**config.mk**
```make
export PLATFORM = sky130hd
export DESIGN_NAME = mem_arbiter
export DESIGN_NICKNAME = d
export VERILOG_FILES = /design/src/rtl/mem_arbiter_pkg.sv /design/src/rtl/mem_arbiter_pick.sv /design/src/rtl/mem_arbiter.sv
export SDC_FILE = /design/constraint.sdc
export NUM_CORES = 1
export LEC_CHECK = 0
export CAP_MARGIN = 15
export CORE_MARGIN = 4
export CORE_UTILIZATION = 25
export DETAILED_ROUTE_END_ITERATION = 6
export PLACE_DENSITY_LB_ADDON = 0.05
export SLEW_MARGIN = 20
export SYNTH_ARGS = -nofsm -noshare
export SYNTH_HDL_FRONTEND = slang
export SYNTH_SLANG_ARGS = --single-unit
export TNS_END_PERCENT = 30
```
**constraint.sdc**
```tcl
create_clock -name clk -period 2 [get_ports clk]
set_clock_uncertainty 0.1 [all_clocks]
set_input_delay 0.2 -clock clk [delete_from_list [all_inputs] [get_ports clk]]
set_output_delay 0.2 -clock clk [all_outputs]
set_load 0.005 [all_outputs]
```
**src/rtl/mem_arbiter_pkg.sv**
```systemverilog
// Shared encodings for the two-master memory arbiter.
// Optional feature macro: MEM_ARB_RR_EN (round-robin tie-break).
package mem_arbiter_pkg;

   // FSM state encodings
   typedef enum logic [1:0] {
      ARB_IDLE = 2'd0,
      ARB_REQ  = 2'd1,
      ARB_RESP = 2'd2
   } arb_state_e;

   // Transaction owner encodings
   typedef enum logic {
      OWN_IFU = 1'b0,
      OWN_LSU = 1'b1
   } owner_e;

endpackage : mem_arbiter_pkg

```
**src/rtl/mem_arbiter_pick.sv**
```systemverilog
// Combinational grant selection between IFU and LSU.
// MEM_ARB_RR_EN defined: ties go to the master that did not win last.
// MEM_ARB_RR_EN undefined: ties always go to the LSU.
import mem_arbiter_pkg::*;

module arb_pick (
   input  logic   ifu_valid,
   input  logic   lsu_valid,
   input  owner_e last_owner,
   output logic   grant_ifu,
   output logic   grant_lsu
);

`ifndef MEM_ARB_RR_EN
   // Fixed priority does not look at the history input.
   logic unused_last_owner;
   assign unused_last_owner = last_owner;
`endif

   // Pick at most one winner; a lone requester always wins.
   always_comb begin
      grant_ifu = 1'b0;
      grant_lsu = 1'b0;
      if (ifu_valid && lsu_valid) begin
`ifdef MEM_ARB_RR_EN
         grant_lsu = (last_owner == OWN_IFU);
         grant_ifu = (last_owner == OWN_LSU);
`else
         grant_lsu = 1'b1;
`endif
      end else begin
         grant_ifu = ifu_valid;
         grant_lsu = lsu_valid;
      end
   end

endmodule : arb_pick

```
**src/rtl/mem_arbiter.sv**
```systemverilog
// Two-master (IFU/LSU) arbiter onto a single memory port, one transaction
// outstanding at a time. Optional macro: MEM_ARB_RR_EN (round-robin ties).
import mem_arbiter_pkg::*;

module mem_arbiter #(
   parameter int unsigned ADDR_W = 32,
   parameter int unsigned DATA_W = 64
) (
   input  logic                  clk,
   input  logic                  rst,
   // IFU master
   input  logic                  ifu_req_valid,
   output logic                  ifu_req_ready,
   input  logic [ADDR_W-1:0]     ifu_addr,
   input  logic                  ifu_wen,
   input  logic [DATA_W-1:0]     ifu_wdata,
   input  logic [DATA_W/8-1:0]   ifu_wmask,
   output logic                  ifu_resp_valid,
   output logic [DATA_W-1:0]     ifu_resp_data,
   // LSU master
   input  logic                  lsu_req_valid,
   output logic                  lsu_req_ready,
   input  logic [ADDR_W-1:0]     lsu_addr,
   input  logic                  lsu_wen,
   input  logic [DATA_W-1:0]     lsu_wdata,
   input  logic [DATA_W/8-1:0]   lsu_wmask,
   output logic                  lsu_resp_valid,
   output logic [DATA_W-1:0]     lsu_resp_data,
   // Memory port
   output logic                  mem_req_valid,
   input  logic                  mem_req_ready,
   output logic [ADDR_W-1:0]     mem_addr,
   output logic                  mem_wen,
   output logic [DATA_W-1:0]     mem_wdata,
   output logic [DATA_W/8-1:0]   mem_wmask,
   input  logic                  mem_resp_valid,
   input  logic [DATA_W-1:0]     mem_resp_data
);

   localparam int unsigned MASK_W = DATA_W / 8;

   arb_state_e state;
   owner_e     owner;
   owner_e     pick_history;
   logic       grant_ifu;
   logic       grant_lsu;

`ifdef MEM_ARB_RR_EN
   owner_e     last_owner;
   assign pick_history = last_owner;
`else
   assign pick_history = OWN_IFU;
`endif

   arb_pick u_pick (
      .ifu_valid  (ifu_req_valid),
      .lsu_valid  (lsu_req_valid),
      .last_owner (pick_history),
      .grant_ifu  (grant_ifu),
      .grant_lsu  (grant_lsu)
   );

   // Grant is only visible while idle and out of reset.
   assign ifu_req_ready = (state == ARB_IDLE) && !rst && grant_ifu;
   assign lsu_req_ready = (state == ARB_IDLE) && !rst && grant_lsu;

   // Arbitration FSM with payload latch and response routing.
   always_ff @(posedge clk) begin
      if (rst) begin
         state          <= ARB_IDLE;
         owner          <= OWN_IFU;
         mem_req_valid  <= 1'b0;
         mem_addr       <= '0;
         mem_wen        <= 1'b0;
         mem_wdata      <= '0;
         mem_wmask      <= MASK_W'(0);
         ifu_resp_valid <= 1'b0;
         lsu_resp_valid <= 1'b0;
         ifu_resp_data  <= '0;
         lsu_resp_data  <= '0;
`ifdef MEM_ARB_RR_EN
         last_owner     <= OWN_IFU;
`endif
      end else begin
         ifu_resp_valid <= 1'b0;
         lsu_resp_valid <= 1'b0;
         case (state)
            ARB_IDLE: begin
               if (grant_lsu) begin
                  owner         <= OWN_LSU;
                  mem_addr      <= lsu_addr;
                  mem_wen       <= lsu_wen;
                  mem_wdata     <= lsu_wdata;
                  mem_wmask     <= lsu_wmask;
                  mem_req_valid <= 1'b1;
                  state         <= ARB_REQ;
`ifdef MEM_ARB_RR_EN
                  last_owner    <= OWN_LSU;
`endif
               end else if (grant_ifu) begin
                  owner         <= OWN_IFU;
                  mem_addr      <= ifu_addr;
                  mem_wen       <= ifu_wen;
                  mem_wdata     <= ifu_wdata;
                  mem_wmask     <= ifu_wmask;
                  mem_req_valid <= 1'b1;
                  state         <= ARB_REQ;
`ifdef MEM_ARB_RR_EN
                  last_owner    <= OWN_IFU;
`endif
               end
            end
            ARB_REQ: begin
               if (mem_req_ready) begin
                  mem_req_valid <= 1'b0;
                  state         <= ARB_RESP;
               end
            end
            ARB_RESP: begin
               if (mem_resp_valid) begin
                  // Writes return an acknowledge only; data is zeroed.
                  if (owner == OWN_LSU) begin
                     lsu_resp_valid <= 1'b1;
                     lsu_resp_data  <= mem_wen ? '0 : mem_resp_data;
                  end else begin
                     ifu_resp_valid <= 1'b1;
                     ifu_resp_data  <= mem_wen ? '0 : mem_resp_data;
                  end
                  state <= ARB_IDLE;
               end
            end
            default: state <= ARB_IDLE;
         endcase
      end
   end

endmodule : mem_arbiter

```
**After elaboration in Yosys (flattened, before gate mapping)**

Cells that the tools add are included.

- Eq/ne operators: 5
- Mux-type cells: 24
- Bitwise operators: 3
- Reduce and logical (&&, ||, !) cells: 14

Operators by type and width:

| kind | number |
|---|---|
| two-way mux 64 bit | 3 |
| two-way mux 32 bit | 2 |
| two-way mux 8 bit | 2 |
| AND reduction 3 bit | 4 |
| two-way mux 1 bit | 11 |
| two-way mux 2 bit | 4 |
| case mux 2 bit (3 select lines) | 1 |
| logical AND 1 bit | 4 |
| inequality test 2 bit, second input constant | 2 |
| nonzero test 2 bit | 2 |
| inequality test 3 bit, second input constant | 1 |
| NOT 1 bit | 3 |
| OR reduction 3 bit | 1 |
| == test 2 x 1 -> 1 bit, second input constant | 1 |
| == test 2 bit, second input constant | 1 |
| logical NOT 2 bit | 1 |
| case mux 1 bit (2 select lines) | 1 |
| AND reduction 2 bit | 1 |
| logical NOT 1 bit | 1 |

- Flip-flop bits (word level): 239
- Input bits: 280
- Output and inout bits: 238
- Word-level logic and storage cells: 57

**Longest topological paths before layout**

- Word-level depth: 5
- Depth in mapped cells: 8
- Depth with buffers taken out: 3

**By module**

Synthesis repeated with hierarchy kept, for this count alone.

- Cell total of the unflattened synthesis: 1,136
- Area, all modules: 10,034.6 sq um

By module, submodules not included:

| module | times used | cells an instance | area an instance (sq um) | sequential area each (sq um) |
|---|---|---|---|---|
| mem_arbiter | 1 | 1,134 | 10,024.6 | 4,784.6 |
| arb_pick | 1 | 2 | 10.0 | 0.0 |

**Worst setup path before layout**

OpenSTA, ideal clock, no wires.

- Path kind: register to output
- From: register state[1]
- To: output port ifu_req_ready
- Arrival time: 1,421 ps
- Data required time: 1,700 ps
- Slack: 279 ps
- Stages on the path, launching flop included: 6
- Buffers on the path: 3
- Cells stage by stage: dfxtp_1 buf_2 nor2_4 buf_2 clkbuf_1 nor4bb_1

- Cells in the longest elaborated chain, start to end: 3

RTL lines:

| element | RTL line | RTL |
|---|---|---|
| start: declaration | mem_arbiter.sv:42 | `arb_state_e state;` |
| start signal: assignment | mem_arbiter.sv:70 | `state <= ARB_IDLE;` |
| start signal: assignment | mem_arbiter.sv:96 | `state <= ARB_REQ;` |
| start signal: assignment | mem_arbiter.sv:107 | `state <= ARB_REQ;` |
| logical NOT 2 bit | mem_arbiter.sv:64 | `assign ifu_req_ready = (state == ARB_IDLE) && !rst && grant_ifu;` |
| logical AND 1 bit (2 in a row) | mem_arbiter.sv:64 |  |
| end: declaration | mem_arbiter.sv:13 | `output logic ifu_req_ready,` |

No other way between the ends.

**Final worst setup path**

- From: register state[1]
- To: output port lsu_req_ready

- Cells in the longest elaborated chain, start to end: 3

RTL lines:

| element | RTL line | RTL |
|---|---|---|
| logical NOT 2 bit | mem_arbiter.sv:65 | `assign lsu_req_ready = (state == ARB_IDLE) && !rst && grant_lsu;` |
| logical AND 1 bit (2 in a row) | mem_arbiter.sv:65 |  |
| end: declaration | mem_arbiter.sv:22 | `output logic lsu_req_ready,` |

No other way between the ends.

==> flow_summary.yaml <==
global_routing:
  gr-total-overflow: 0
  grt_max_degree: 148
  antenna_found_initial: 2
  grt_use_total_pct: 18.1
  grt_pass1_wl_microns: 62300
  grt_pass1_vias: 9960
clocking:
  post-cts-setup-buffers: 0
  cts_tree: "yes"
  clock-sinks: 239
  holdBufCountCts: 0
  insertion_delay_ps: 540
  cts_root_buffer: "clkbuf_16"
  cts_buffers: 29
  cts.htree.levels: 1
  path_clk_slew_ps: 60
  cts_buffer_depth: 3
die:
  die_w_microns: 208
  initial_core_util_pct: 25.2
  io_pins: 518
  die_h_microns: 208
  dieArea_sq_um: 43300
  fp-row-count: 73
  coreArea_sq_um: 39600
critical_path:
  crit_type: "reg -> out"
  critPathMaxFanout: 3
  crit_path_start_kind: "flip-flop"
  crit_path_end_kind: "primary output"
  crit_start: "state[1]"
  worstPathRequired_ps: 1700
  cp_data_arrival_time_ps: 1590
  worstReg2RegStart: "state[1]"
drt:
  vias: 9759
  wl_microns: 42000
  wire_per_inst_microns: 19.6
  via_per_inst: 4.55
  postRouteAntennaNets: 0
  drc: 0
  drtIter0Drc: 431
  dr.pass1.iters: 4
placed_design:
  portBuffers: 517
  placedInstanceArea_sq_um: 15700
  dp_hpwl_microns: 30200
  place_congestion: 0.765
  place_ws_ps: 28.8
yosys:
  yosysUniqueCellTypes: 26
  syn_nets: 1415
  seq_area_frac_synth_pct: 47.8
  synthCells: 1135
  synth_seq_cells: 239
  syn_area_per_cell_sq_um: 8.81
  synth_area_sq_um: 10000
  yosysWarningCount: 0
timing:
  finalSetupViolations: 0
  min_period_ps: 1890
  worst_pin_slew_ps: 1050
  drv_slew: 0
  min_period_over_period_pct: 94.4
  max-slew-margin-rel_pct: 29.7
  fmaxAchievable_ghz: 0.529
  timing_hold_violations_final: 0
  hold_slack_ps: 42.1
  rsz0062_at_grt: "false"
  fin_ws_ps: 111
  setup_tns_ps: 0
hold_path:
  min-delay-start: "rst"
  hold_class: "in -> reg"
job:
  cap_violations: 0
layout:
  fin_area_sq_um: 16800
  nets: 1877
  synthToLayoutAreaGrowth_pct: 68.4
  fillers: 4039
  drive_gt1_share_pct: 7.90
  multiInputGateArea_sq_um: 4770
  ff_latch_area_sq_um: 4790
status:
  status: "finished, final reports clean"
pwr:
  power.total_w: 0.0137
  power_density_nw_per_um2: 814
  p_leak_nw: 6.02
  ir_drop_v: 0.000410
[sequential cells by signal, indices dropped and copies added, names as in the netlist]
| signal | count |
|---|---|
| mem_req_valid | 1 |
| lsu_resp_valid | 1 |
| state | 2 |
| ifu_resp_valid | 1 |
| mem_wmask | 8 |
| owner | 1 |
| ifu_resp_data | 64 |
| mem_addr | 32 |
| mem_wen | 1 |
| lsu_resp_data | 64 |
| mem_wdata | 64 |
[cells in the final DEF, fill, tap and decap left out, drive strengths merged]
master,netlist,layout
buf,44,26
nor2,6,6
a211oi,105,105
or2,1,1
dfxtp,239,239
clkdlybuf4s50,0,513
nand3b,2,2
o21bai,1,1
nor2b,64,64
nand2b,1,1
nand4b,1,1
a22oi,1,1
and2,1,1
clkinv,0,7
clkbuf,67,38
clkinvlp,0,2
nor4b,1,1
a2111oi,1,1
nand4bb,1,1
inv,0,1
nand2,257,257
and4b,1,1
nor4bb,2,2
a21oi,234,234
dlygate4sd2,0,1
bufinv,0,8
mux2i,105,105
diode,0,2
[per-stage QoR]
step / instances / utilization [%]
after floorplan: 1135 / -
after global placement: 2091 / 39.7
after detailed placement: 2091 / 39.7
after CTS: 2145 / 42.5
after global routing: 2146 / 42.5
final: 2147 / 42.5
[synthesized netlist by cell type (all sizes together)]
cell | instances | share of area [%]
nand2 | 257 | 9.6
dfxtp | 239 | 48
a21oi | 234 | 12
a211oi | 105 | 9.8
mux2i | 105 | 11
clkbuf | 67 | 2.5
nor2b | 64 | 4.0
buf | 44 | 2.5
nor2 | 6 | 0.30
nand3b | 2 | 0.15
nor4bb | 2 | 0.20
a2111oi | 1 | 0.088
a22oi | 1 | 0.075
and2 | 1 | 0.063
and4b | 1 | 0.10
nand2b | 1 | 0.063
nand4b | 1 | 0.088
nand4bb | 1 | 0.11
nor4b | 1 | 0.088
o21bai | 1 | 0.075
or2 | 1 | 0.063
[critical path: stages (launching register included)]
cell	delay, ps
dfxtp_1	350
nor4b_2	360
dlygate4sd2_1	340
[logic make-up (layout without fill, tap and decap cells)]
| kind of cell | Yosys count | count (layout) | synth area share [%] |
|---|---|---|---|
| AOI/OAI and AO/OA | 342 | 342 | 21.8 |
| buffers and inverters | 111 | 596 | 4.99 |
| DFF | 239 | 239 | 47.8 |
| muxes | 105 | 105 | 10.5 |
| other | 0 | 2 | 0 |
| and+or+nand+nor | 338 | 338 | 14.9 |
[path summary, 6_finish.rpt]
check	to	depth (start not counted)	slack [ps]
min	owner	4	40
max	lsu_req_ready	2	110
min reg2reg	lsu_resp_data[9]	2	350
max reg2reg	lsu_resp_data[37]	5	370
[repair_timing]
item	in CTS	in global routing
gates resized for setup	5	2
endpoints found under the hold margin	0	0
endpoints found under the setup margin	2	1
pin swaps	0	0
[area by class of cell]
class | count | share of cell area, %
Antenna cell | 2 | 0.0297
Clock buffer | 36 | 4.76
Clock inverter | 18 | 1.78
Multi-Input combinational cell | 785 | 28.3
Sequential cell | 239 | 28.4
Tap cell | 525 | 3.90
Timing Repair Buffer | 542 | 32.8
[where the power goes]
group          switching, W  internal (W)  leakage [nW]
logic               0.00112       0.00139          3.52
clock network       0.00213       0.00387         0.541
registers          0.000154       0.00504          1.95
total               0.00341        0.0103          6.02
[routing by layer]
metal	wire length [microns]	GRT usage (%)	share of wire, %
met3	3510	6.18	8.3
met5	20	0	0.048
met2	20400	31.7	49
met1	17200	21.8	41
met4	839	3.58	2.0
Power figures use the tool's default switching activity.
